[config.mk]
export PLATFORM = sky130hd
export DESIGN_NAME = pe_sink
export DESIGN_NICKNAME = d
export VERILOG_FILES = /design/src/rtl/pe_pkt_pkg.sv /design/src/rtl/pe_sink_seen.sv /design/src/rtl/pe_sink.sv
export SDC_FILE = /design/constraint.sdc
export NUM_CORES = 1
export LEC_CHECK = 0
export CAP_MARGIN = 20
export CORE_UTILIZATION = 45
export DETAILED_ROUTE_END_ITERATION = 8
export PLACE_DENSITY = 0.81
export REMOVE_ABC_BUFFERS = 1
export SLEW_MARGIN = 40
export SYNTH_ARGS = -nofsm -noshare
export SYNTH_HDL_FRONTEND = slang
export SYNTH_SLANG_ARGS = --single-unit
[constraint.sdc]
create_clock -name clk -period 2.3 [get_ports clk]
set_input_delay 0.23 -clock clk [delete_from_list [all_inputs] [get_ports clk]]
set_output_delay 0.23 -clock clk [all_outputs]
set_load 0.03 [all_outputs]
[src/rtl/pe_pkt_pkg.sv]
// Hoplite PE packet definitions shared by the PE injector and the PE sink:
// address-width derivation, field slicing, reserved-bit check and the sink
// FSM state encoding. Packet layout (LSB first): dest {x,y}, src {x,y}, seq,
// then reserved bits that must be zero.
package pe_pkt_pkg;

  localparam int PKT_MAX_W = 64;
  typedef logic [PKT_MAX_W-1:0] pkt_wide_t;

  localparam int PKT_DEST_LSB = 0;

  localparam logic [1:0] ST_RUN  = 2'd0;
  localparam logic [1:0] ST_DONE = 2'd1;
  localparam logic [1:0] ST_ERR  = 2'd2;

  function automatic int pkt_a_w(input int x_aw, input int y_aw);
    return x_aw + y_aw;
  endfunction

  function automatic int pkt_src_lsb(input int a_w);
    return a_w;
  endfunction

  function automatic int pkt_seq_lsb(input int a_w);
    return 2 * a_w;
  endfunction

  function automatic int pkt_used_w(input int a_w, input int seq_w);
    return 2 * a_w + seq_w;
  endfunction

  // Packets are zero-extended to pkt_wide_t before slicing.
  function automatic pkt_wide_t pkt_field(input pkt_wide_t pkt, input int lsb, input int w);
    pkt_wide_t mask;
    mask = (pkt_wide_t'(1) << w) - pkt_wide_t'(1);
    return (pkt >> lsb) & mask;
  endfunction

  function automatic logic pkt_rsvd_clear(input pkt_wide_t pkt, input int used_w);
    return (pkt >> used_w) == '0;
  endfunction

endpackage

[src/rtl/pe_sink_seen.sv]
// Seen bitmap for the PE sink: one bit per (src, seq) pair with a
// single-cycle test-and-set port. The whole map clears in the reset cycle,
// so packets arriving right after reset are checked against a clean map.
module pe_sink_seen #(
  parameter int A_W   = 4,
  parameter int SEQ_W = 4
) (
  input  logic             clk,
  input  logic             rst,
  input  logic [A_W-1:0]   src_i,
  input  logic [SEQ_W-1:0] seq_i,
  input  logic             set_i,
  output logic             hit_o
);

  localparam int DEPTH = 2 ** (A_W + SEQ_W);

  logic [DEPTH-1:0]       seen_q;
  logic [DEPTH-1:0]       seen_d;
  logic [A_W+SEQ_W-1:0]   idx;

  assign idx   = {src_i, seq_i};
  assign hit_o = seen_q[idx];

  // Next map: mark the addressed pair when the sink accepts it.
  always_comb begin
    seen_d = seen_q;
    if (set_i) seen_d[idx] = 1'b1;
  end

  // Map register with synchronous full clear.
  always_ff @(posedge clk) begin
    if (rst) seen_q <= '0;
    else     seen_q <= seen_d;
  end

endmodule

[src/rtl/pe_sink.sv]
// Hoplite torus PE sink: absorbs every ejected beat, checks destination and
// reserved bits, optionally detects duplicate (src, seq) pairs, counts
// accepted packets and reports done plus sticky errors.
// Optional duplicate detection: define PE_SINK_DUP_CHECK_EN.
//
// state | meaning
// RUN   | receiving, fewer than EXP_CNT accepted, no error
// DONE  | EXP_CNT accepted with no error; any further beat is an error
// ERR   | an error flag is set; terminal until rst, beats still counted
module pe_sink
  import pe_pkt_pkg::*;
#(
  parameter int P_W     = 16,
  parameter int X_AW    = 2,
  parameter int Y_AW    = 2,
  parameter int X_POS   = 0,
  parameter int Y_POS   = 0,
  parameter int SEQ_W   = 4,
  parameter int EXP_CNT = 16,
  parameter int CNT_W   = 16
) (
  input  logic                 clk,
  input  logic                 rst,
  input  logic [P_W-1:0]       in_pkt,
  input  logic                 in_vld,
  output logic                 rx_vld,
  output logic [X_AW+Y_AW-1:0] rx_src,
  output logic [SEQ_W-1:0]     rx_seq,
  output logic [CNT_W-1:0]     rx_cnt,
  output logic                 done,
  output logic                 err_misroute,
  output logic                 err_dup,
  output logic                 err_extra,
  output logic                 err_seq_range
);

  localparam int A_W    = pkt_a_w(X_AW, Y_AW);
  localparam int USED_W = pkt_used_w(A_W, SEQ_W);
  localparam logic [A_W-1:0] MYPOS = A_W'((X_POS << Y_AW) | Y_POS);

  pkt_wide_t        pkt_w;
  logic [A_W-1:0]   dest;
  logic [A_W-1:0]   src;
  logic [SEQ_W-1:0] seq;
  logic             is_mine;
  logic             well_formed;
  logic             seen_hit;

  assign pkt_w       = pkt_wide_t'(in_pkt);
  assign dest        = A_W'(pkt_field(pkt_w, PKT_DEST_LSB, A_W));
  assign src         = A_W'(pkt_field(pkt_w, pkt_src_lsb(A_W), A_W));
  assign seq         = SEQ_W'(pkt_field(pkt_w, pkt_seq_lsb(A_W), SEQ_W));
  assign is_mine     = (dest == MYPOS);
  assign well_formed = pkt_rsvd_clear(pkt_w, USED_W);

  logic [1:0]       state_q, state_d;
  logic [CNT_W-1:0] cnt_q, cnt_d;
  logic             done_q;
  logic             rx_vld_q;
  logic [A_W-1:0]   rx_src_q;
  logic [SEQ_W-1:0] rx_seq_q;
  // {misroute, dup, extra, seq_range}
  logic [3:0]       err_q, err_d;

  logic emit;
  logic accept;
  logic misroute_hit, range_hit, dup_hit, extra_hit;

  assign emit         = in_vld && is_mine && well_formed;
  assign accept       = emit && !seen_hit;
  assign misroute_hit = in_vld && !is_mine;
  assign range_hit    = in_vld && is_mine && !well_formed;
  assign dup_hit      = emit && seen_hit;
  assign extra_hit    = in_vld && (state_q == ST_DONE);

`ifdef PE_SINK_DUP_CHECK_EN
  pe_sink_seen #(
    .A_W   (A_W),
    .SEQ_W (SEQ_W)
  ) u_seen (
    .clk   (clk),
    .rst   (rst),
    .src_i (src),
    .seq_i (seq),
    .set_i (accept),
    .hit_o (seen_hit)
  );
`else
  assign seen_hit = 1'b0;
`endif

  // Counter, sticky errors and FSM next state for the current beat.
  always_comb begin
    cnt_d   = cnt_q;
    err_d   = err_q | {misroute_hit, dup_hit, extra_hit, range_hit};
    state_d = state_q;
    if (accept && (cnt_q != {CNT_W{1'b1}})) cnt_d = cnt_q + CNT_W'(1);
    case (state_q)
      ST_RUN: begin
        if (|err_d) state_d = ST_ERR;
        else if (accept && (cnt_d == CNT_W'(EXP_CNT))) state_d = ST_DONE;
      end
      ST_DONE: if (|err_d) state_d = ST_ERR;
      ST_ERR:  state_d = ST_ERR;
      default: state_d = ST_RUN;
    endcase
  end

  // State and output registers; reset discards the beat in flight.
  always_ff @(posedge clk) begin
    if (rst) begin
      state_q  <= ST_RUN;
      cnt_q    <= '0;
      err_q    <= '0;
      done_q   <= 1'b0;
      rx_vld_q <= 1'b0;
      rx_src_q <= '0;
      rx_seq_q <= '0;
    end else begin
      state_q  <= state_d;
      cnt_q    <= cnt_d;
      err_q    <= err_d;
      done_q   <= (state_d == ST_DONE);
      rx_vld_q <= emit;
      if (emit) begin
        rx_src_q <= src;
        rx_seq_q <= seq;
      end
    end
  end

  assign rx_vld        = rx_vld_q;
  assign rx_src        = rx_src_q;
  assign rx_seq        = rx_seq_q;
  assign rx_cnt        = cnt_q;
  assign done          = done_q;
  assign err_misroute  = err_q[3];
  assign err_dup       = err_q[2];
  assign err_extra     = err_q[1];
  assign err_seq_range = err_q[0];

endmodule

Word level (Yosys, flattened, before mapping)
Cells that the tools add are included.
{"block": "op_classes", "reduce_logical": 13, "n_bitwise": 1, "addsub": 1, "muxes": 5, "eq_ne": 5}
{"operator": "64-bit zero test", "n": 1}
{"operator": "16-bit by 1-bit adder with 16-bit output (second input constant)", "n": 1}
{"operator": "16-bit by 5-bit equality test with 1-bit output (second input constant)", "n": 1}
{"operator": "16-bit two-way mux", "n": 1}
{"operator": "16-bit != test (second input constant)", "n": 1}
{"operator": "1-bit logical AND", "n": 7}
{"operator": "2-bit two-way mux", "n": 3}
{"operator": "2-bit case mux with 3 select lines", "n": 1}
{"operator": "2-bit by 1-bit equality test with 1-bit output (second input constant)", "n": 2}
{"operator": "4-bit zero test", "n": 1}
{"operator": "4-bit OR", "n": 1}
{"operator": "4-bit OR reduction", "n": 1}
{"operator": "2-bit equality test (second input constant)", "n": 1}
{"operator": "1-bit zero test", "n": 2}
{"operator": "2-bit zero test", "n": 1}
{"block": "totals", "wordCells": 32, "out_inout_bits": 30, "input_bits": 19, "ff_bits": 32}

Longest topological paths before layout
Gate-level depths: netlist of run 1.
{"block": "depth", "depth_word": 11, "mapped_depth": 7, "depth_no_buf": 7}

Least setup slack after synthesis of run 1
No wires, ideal clock.
{"block": "synth_path", "path_kind": "reg-to-reg", "startpoint": "reg cnt_q[0], in the netlist rx_cnt[0]", "endpoint": "reg done_q, in the netlist done", "path_slack_ns": -0.083, "t_required_ns": 2.231, "period_less_slack_ns": 2.383, "stages_incl_launch_ff": 8, "arrival_ns": 2.314, "n_path_buf": 0, "setup_time_ns": 0.069, "path_cell_list": "dfxtp_1 > ha_1 > nand3_4 > nor4_4 > nor2_4 > a2111oi_2 > o2111ai_1 > o21ai_1"}
{"block": "synth_via", "elab_chain_cells": 9, "word_cells_on_any_way": 10, "cone_classes": "add/sub (1); eq/ne (3); mux (4); reduce/logical (2)"}
{"item": "from (decl)", "line_no": "pe_sink.sv:57", "source": "logic [CNT_W-1:0] cnt_q, cnt_d;"}
{"item": "from (signal assigned)", "line_no": "pe_sink.sv:121", "source": "cnt_q <= cnt_d;"}
{"item": "parallel branches: the longest is 2 deep, another holds 16-bit by 1-bit adder with 16-bit output"}
{"item": "16-bit two-way mux (*)", "line_no": "pe_sink.sv:97", "source": "if (accept && (cnt_q != {CNT_W{1'b1}})) cnt_d = cnt_q + CNT_W'(1);"}
{"item": "16-bit by 5-bit equality test with 1-bit output (*)", "line_no": "pe_sink.sv:101", "source": "else if (accept && (cnt_d == CNT_W'(EXP_CNT))) state_d = ST_DONE;"}
{"item": "1-bit logical AND (*)", "line_no": "pe_sink.sv:101"}
{"item": "2-bit two-way mux (*)", "line_no": "pe_sink.sv:101"}
{"item": "2-bit two-way mux (*)", "line_no": "pe_sink.sv:100", "source": "if (|err_d) state_d = ST_ERR;"}
{"item": "2-bit case mux with 3 select lines (*)", "line_no": "pe_sink.sv:98", "source": "case (state_q)"}
{"item": "2-bit by 1-bit equality test with 1-bit output (*)", "line_no": "pe_sink.sv:123", "source": "done_q <= (state_d == ST_DONE);"}
{"item": "to (signal assigned)", "line_no": "pe_sink.sv:123"}
{"item": "to (decl)", "line_no": "pe_sink.sv:58", "source": "logic done_q;"}
Every way passes the cells marked *.
A chain may end at the register's enable or synchronous reset.

Worst setup path in the final report of run 1
{"block": "layout_path", "startpoint": "reg cnt_q[13], in the netlist rx_cnt[13]", "endpoint": "reg state_q[0]"}
{"block": "layout_via", "elab_chain_cells": 8, "word_cells_on_any_way": 9, "cone_classes": "add/sub (1); eq/ne (2); mux (4); reduce/logical (2)"}
{"item": "parallel branches: the longest is 2 deep, another holds 16-bit by 1-bit adder with 16-bit output"}
{"item": "16-bit two-way mux (*)", "line_no": "pe_sink.sv:97"}
{"item": "16-bit by 5-bit equality test with 1-bit output (*)", "line_no": "pe_sink.sv:101"}
{"item": "1-bit logical AND (*)", "line_no": "pe_sink.sv:101"}
{"item": "2-bit two-way mux (*)", "line_no": "pe_sink.sv:101"}
{"item": "2-bit two-way mux (*)", "line_no": "pe_sink.sv:100"}
{"item": "2-bit case mux with 3 select lines (*)", "line_no": "pe_sink.sv:98"}
{"item": "to (signal assigned)", "line_no": "pe_sink.sv:120", "source": "state_q <= state_d;"}
{"item": "to (decl)", "line_no": "pe_sink.sv:56", "source": "logic [1:0] state_q, state_d;"}
Marked as above.

==> results.ini, run 1 <==
[place]
place_area_sq_um = 2260
hpwl_mm = 3.13
place.gp.congestion = 0.953
port_buffers = 47

[floorplan]
die_area_sq_um = 3810
coreArea_sq_um = 3390
io_pins = 49
rows = 21
initial_utilization_pct = 47.4
die_x_um = 61.7
fp.dieH_um = 61.7

[timing]
fmax_ghz = 0.482
finalCritPeriodShare_pct = 90.2
finalMaxSlewViolations = 0
final-setup-viol-count = 0
period_needed_ns = 2.07
skew_ns = 0.00387
hold_viol_final = 0
tns_ns = 0

[power]
p_int_mw = 0.834
switching_share_pct = 20.5
seqPwrFrac_pct = 51.7
power.switching_mw = 0.215
ir_worst_vdd_mv = 0.311
clkPwrFrac_pct = 41.9
power_density_nw_per_um2 = 443
power_frac_comb_pct = 6.4
p_leak_nw = 0.868

[worst_setup_path]
endpoint_kind = flop
worstPathMaxFanout = 8
crit_path_cell_trace = nand4_1 > nor4_4 > buf_4 > nand2b_1 > buf_4 > a22o_1 > o2111ai_1 > o21ai_1
cp_num_buf_inv = 2
cpLargestDelayFamily = simple AND/OR/NAND/NOR gates
worstPathRequired_ns = 2.56
cp-start-kind = flop
path_class = reg2reg
slowest_delay_ns = 0.50
slowest_stage = dfxtp_1
cp.arrival_ns = 2.33
cp_common_cell = buf_4

[cts]
clkSinkCount = 31
cts.path.max_buffers = 2
cts_buffers = 5
cts_hold_buf = 0
cts_tree = yes
ctsRootBufferMaster = clkbuf_4
htree_levels = 2
path_clk_slew_ns = 0.10
clock_insertion_delay_worst_skew_ns = 0.32

[synth]
syn_avg_cell_area_sq_um = 8.23
yosys_most_used_dff = dfxtp_1
synthCells = 195
synth.cell_area_sq_um = 1610
async_flop_share_pct = 0
synth-seq-area-share_pct = 38.7
ys_warn_count = 0
synth-seq-cells = 31
yosysUniqueCellTypes = 42
synth_edf_count = 0

[grt]
grt_start_max_net_pins = 23
grt_pass1_wl_mm = 6.31
grt_usage_pct = 23.2
antenna_found_initial = 0
grt_overflow = 0
grt_pass1_vias = 1401

[finish]
area_delta_synth_final_pct = 47.4
fin_area_sq_um = 2370
nets = 282
num_antenna_cells = 0
drive_above_1_share_pct = 17.1
final_util_pct = 69.8

[route]
drtIter0Drc = 63
postRouteAntennaNets = 0
wirelength_mm = 4.18
vias = 1647
drc = 0
avgRoutedWirePerCell_um = 13.5
via_per_inst = 5.33
first_pass_iters = 4

[worst_hold_path]
hp-class = in2reg

[job]
cap_violations = 0

[run_status]
status = finished clean

-- final timing paths --
| kind | start | endpoint | slack, ns | cells past startpoint |
|---|---|---|---|---|
| hold / removal | in_pkt[8] | rx_seq[0] | 0.45 | 3 |
| setup reg to reg | rx_cnt[13] | state_q[0] | 0.23 | 8 |
| setup / recovery | rx_cnt[13] | state_q[0] | 0.23 | 8 |
| hold reg to reg | rx_seq[3] | rx_seq[3] | 0.46 | 2 |
-- worst min-delay path, stage by stage --
cell	delay, ns
clkdlybuf4s50_1	0.40
nand2_1	0.05
a21oi_1	0.05
-- cells by family (layout without fill, tap and decap cells) --
family	Yosys count	count (layout)	synth area share, %
buf+inv	14	82	3.97
other cells	1	1	0.234
compound gates	22	22	9.12
flops	31	31	38.7
fa+ha+maj	1	1	0.779
mux	5	5	3.12
xor+xnor	19	19	10.4
simple gates	102	102	33.7
-- timing repair --
action / 4_1_cts / 5_1_grt
resized for setup: 0 / 2
setup buffers: 0 / 1
endpoints found under the setup margin: 0 / 2
-- power groups by stage --
stage	combinational [mW]	clock [mW]	sequential, mW
6_report	0.0676	0.439	0.542
5_1_grt	0.0734	0.478	0.543
3_3_place_gp	0.0665	0	0.554
3_5_place_dp	0.0673	0	0.555
4_1_cts	0.0679	0.453	0.542
2_1_floorplan	0.0113	0	0.558
-- through the flow --
step | setup WS (ns) | power [mW] | hold slack [ns] | cells
global placement | 0.0179 | 0.621 | 0.442 | 300
floorplan | -0.0833 | 0.569 | 0.299 | 182
detailed placement | 0.0120 | 0.622 | 0.447 | 300
CTS | 0.172 | 1.06 | 0.433 | 308
global route | -0.00276 | 1.09 | 0.442 | 309
finish | 0.226 | 1.05 | 0.446 | 309
-- synth_stat cells, drive strengths merged (4+ instances only) --
cell | n | area (sq um)
a21oi | 10 | 50.1
buf | 8 | 41.3
clkbuf | 5 | 18.8
dfxtp | 31 | 621
mux2i | 5 | 50.1
nand2 | 33 | 124
nand3 | 7 | 47.6
nand4 | 4 | 31.3
nor2 | 26 | 105
nor3 | 6 | 30.0
nor4 | 9 | 77.6
xnor2 | 14 | 123
xor2 | 5 | 43.8
-- placed cells by master, fill, tap and decap left out, types with 3 or more instances in the layout --
cell type and count:
or4_1 3, nand4_1 3, a21oi_1 10, nor3_1 5, nand3_1 6, and3_1 3, clkdlybuf4s50_1 47, nor4_1 6
nor2_1 25, xnor2_1 14, buf_4 26, clkbuf_4 5, mux2i_1 5, nand2_1 33, and4_1 3, xor2_1 5
dfxtp_1 31
-- layout make-up --
class / instances / area [sq um]
Timing Repair Buffer: 73 / 666
Sequential cell: 31 / 621
Tap cell: 46 / 57.6
Clock buffer: 6 / 51.3
Fill cell: 283 / 1020
Inverter: 1 / 3.75
Multi-Input combinational cell: 150 / 932
Clock inverter: 2 / 35.0
-- flip-flops by register name, summed over array words and instances, names as in the netlist --
signal and cells:
rx_cnt 16, rx_vld 1, err_q 3, rx_seq 4, rx_src 4, done 1, state_q 2
-- per-layer routing --
metal  track usage (%)  vias up  wire [um]
li1                  -      812          -
met1              28.8      766       1830
met2              37.3       60       1960
met3              6.83        9        305
met4              10.2        0         89
met5                 0        -          0
Note: power is estimated with default switching activity, not from simulation.
==> run 2, diff against run 1 <==
- HOLD_SLACK_MARGIN: unset -> 0.1
- PLACE_DENSITY: 0.81 -> 0.74
==> run 2 against run 1 <==
  * Core utilization shrank 0.70 points
  * Global-route usage shrank 1.1 points
  * Clock-buffer cell count is the same
  * Routed wire length shrank 6.2%
  * Register-to-register slack lost 0.02 ns
  * Via count shrank 2.2%
  * Clock power shrank 27%
  * Die area is the same
  * Combinational power grew 0.6%
  * Largest power group unchanged
==> results.ini, run 2 (synthesized netlist as in run 1, its figures left out) <==
[worst_setup_path]
reg2reg_to = done
path_class = reg2reg
cp-start-kind = flop
reg2regPathDepth = 7
rrSetupSlack_ns = 0.20
cpLargestDelayFamily = compound AO/OA/AOI/OAI gates
cp_num_buf_inv = 0
worstPathRequired_ns = 2.57
slowest_stage = a2111oi_2
endpoint_kind = flop
slowest_delay_ns = 0.43
worstPathMaxFanout = 9
crit_path_cell_trace = ha_2 > nand3_4 > nor4_4 > nor2_4 > a2111oi_2 > o2111ai_1 > o21ai_1
reg2reg_from = rx_cnt[0]
cp.arrival_ns = 2.36

[cts]
cts_setup_buffers = 0
cts_tree = yes
cts_buffers = 5
cts.path.max_buffers = 2
clkSinkCount = 31
htree_levels = 2
clock_insertion_delay_worst_skew_ns = 0.33
path_clk_slew_ns = 0.09
ctsRootBufferMaster = clkbuf_4

[timing]
tns_ns = 0
final-setup-viol-count = 0
fmax_ghz = 0.477
worst_pin_slew_ns = 0.506
finalCritPeriodShare_pct = 91.1
hold_viol_final = 0
skew_ns = 0.00844
finalMaxSlewViolations = 0
period_needed_ns = 2.10
slew_headroom_pct = 65.8

[route]
wl_met3_um = 222
highest_layer = met4
drc = 0
postRouteAntennaNets = 0
via_per_inst = 5.19
wl_met1_mm = 1.85
met2_length_mm = 1.80
drtIter0Drc = 65
wirelength_mm = 3.92
first_pass_iters = 4
vias = 1610
avgRoutedWirePerCell_um = 12.7

[grt]
grt_pass1_vias = 1314
grt_start_max_net_pins = 27
antenna_found_initial = 0
grt_overflow = 0
grt_pass1_wl_mm = 6.04
grt_usage_pct = 22.1

[place]
hpwl_mm = 2.93
place_area_sq_um = 2280
port_buffers = 47
place.gp.congestion = 0.903

[finish]
area_delta_synth_final_pct = 45.9
drive_above_1_share_pct = 17.0
final_cell_mix = clkdlybuf4s50_1 (47), nand2_1 (33), dfxtp_1 (31)
mostFrequentLayoutCell = clkdlybuf4s50_1
fin_area_sq_um = 2340
nets = 284
largest_reg_flops = 16
num_antenna_cells = 0
fillCellCount = 301

[worst_hold_path]
hp-start = in_pkt[4]
hold_end = rx_src[0]
hp-class = in2reg
hold_path_depth = 3

[job]
cap_violations = 0

[floorplan]
coreArea_sq_um = 3390
die_area_sq_um = 3810
fp.dieH_um = 61.7
die_x_um = 61.7
initial_utilization_pct = 47.4
io_pins = 49
rows = 21

[power]
p_leak_nw = 0.860
ir_worst_vdd_mv = 0.259
power_density_nw_per_um2 = 398

[run_status]
status = finished clean

## run 2: changes by cell type in the layout (fill, tap and decap cells not counted), sizes merged
cell | previous run | this run
bufinv | 1 | 0
buf | 26 | 28
## run 2: worst max path at each step
stage                     cells past startpoint        from  slack, ns    endpoint
after detailed placement                      7   in_pkt[3]     -0.005        done
after global routing                          7   rx_cnt[0]     -0.005        done
after CTS                                     7   rx_cnt[0]       0.12        done
after global placement                        8  in_pkt[13]       0.04  state_q[0]
after floorplan                               7   rx_cnt[0]      -0.08        done
final                                         7   rx_cnt[0]       0.20        done
## run 2: power by group
| part | total [mW] | leakage [nW] | switching (mW) | internal (mW) |
|---|---|---|---|---|
| logic | 0.0680 | 0.576 | 0.0301 | 0.0379 |
| clock network | 0.322 | 0.0341 | 0.181 | 0.141 |
| registers | 0.542 | 0.250 | 0.00220 | 0.540 |
| total | 0.932 | 0.860 | 0.213 | 0.719 |
## run 2: repair_timing
action                     in CTS  in global routing
setup endpoints to repair       0                  2
gates resized for setup         0                  1
hold buffers                    0                  0
## run 2: layer usage
layer	global-route usage, %	vias to the layer above
li1	-	810
met1	29.2	748
met2	34.7	46
met3	5.80	6
met4	8.25	0
met5	0	-
## run 2: final cells by class
type / instances / area (sq um) / share of cell area, %
clock buffers: 6 / 51.3 / 2.19
clock inverters: 1 / 5.00 / 0.214
inverters: 1 / 3.75 / 0.160
multi-input cells: 150 / 923 / 39.4
flip-flops and latches: 31 / 621 / 26.5
well taps: 46 / 57.6 / 2.46
repair buffers: 75 / 681 / 29.1
## run 2: stage by stage
step / util, % / power (mW) / cells / hold slack (ns) / setup slack (ns)
floorplan: - / 0.569 / 182 / 0.299 / -0.0833
global placement: 67.4 / 0.621 / 303 / 0.441 / 0.0383
detailed placement: 67.4 / 0.622 / 303 / 0.447 / -0.00463
CTS: 69.0 / 0.946 / 310 / 0.429 / 0.115
global route: 69.1 / 0.976 / 310 / 0.449 / -0.00462
finish: 69.1 / 0.932 / 310 / 0.440 / 0.205
## run 2: tightest hold or removal path, delay by kind of cell
kind | cells | cell delay (ns)
buffers and inverters | 1 | 0.39
and+or+nand+nor | 1 | 0.05
AOI/OAI and AO/OA | 1 | 0.05
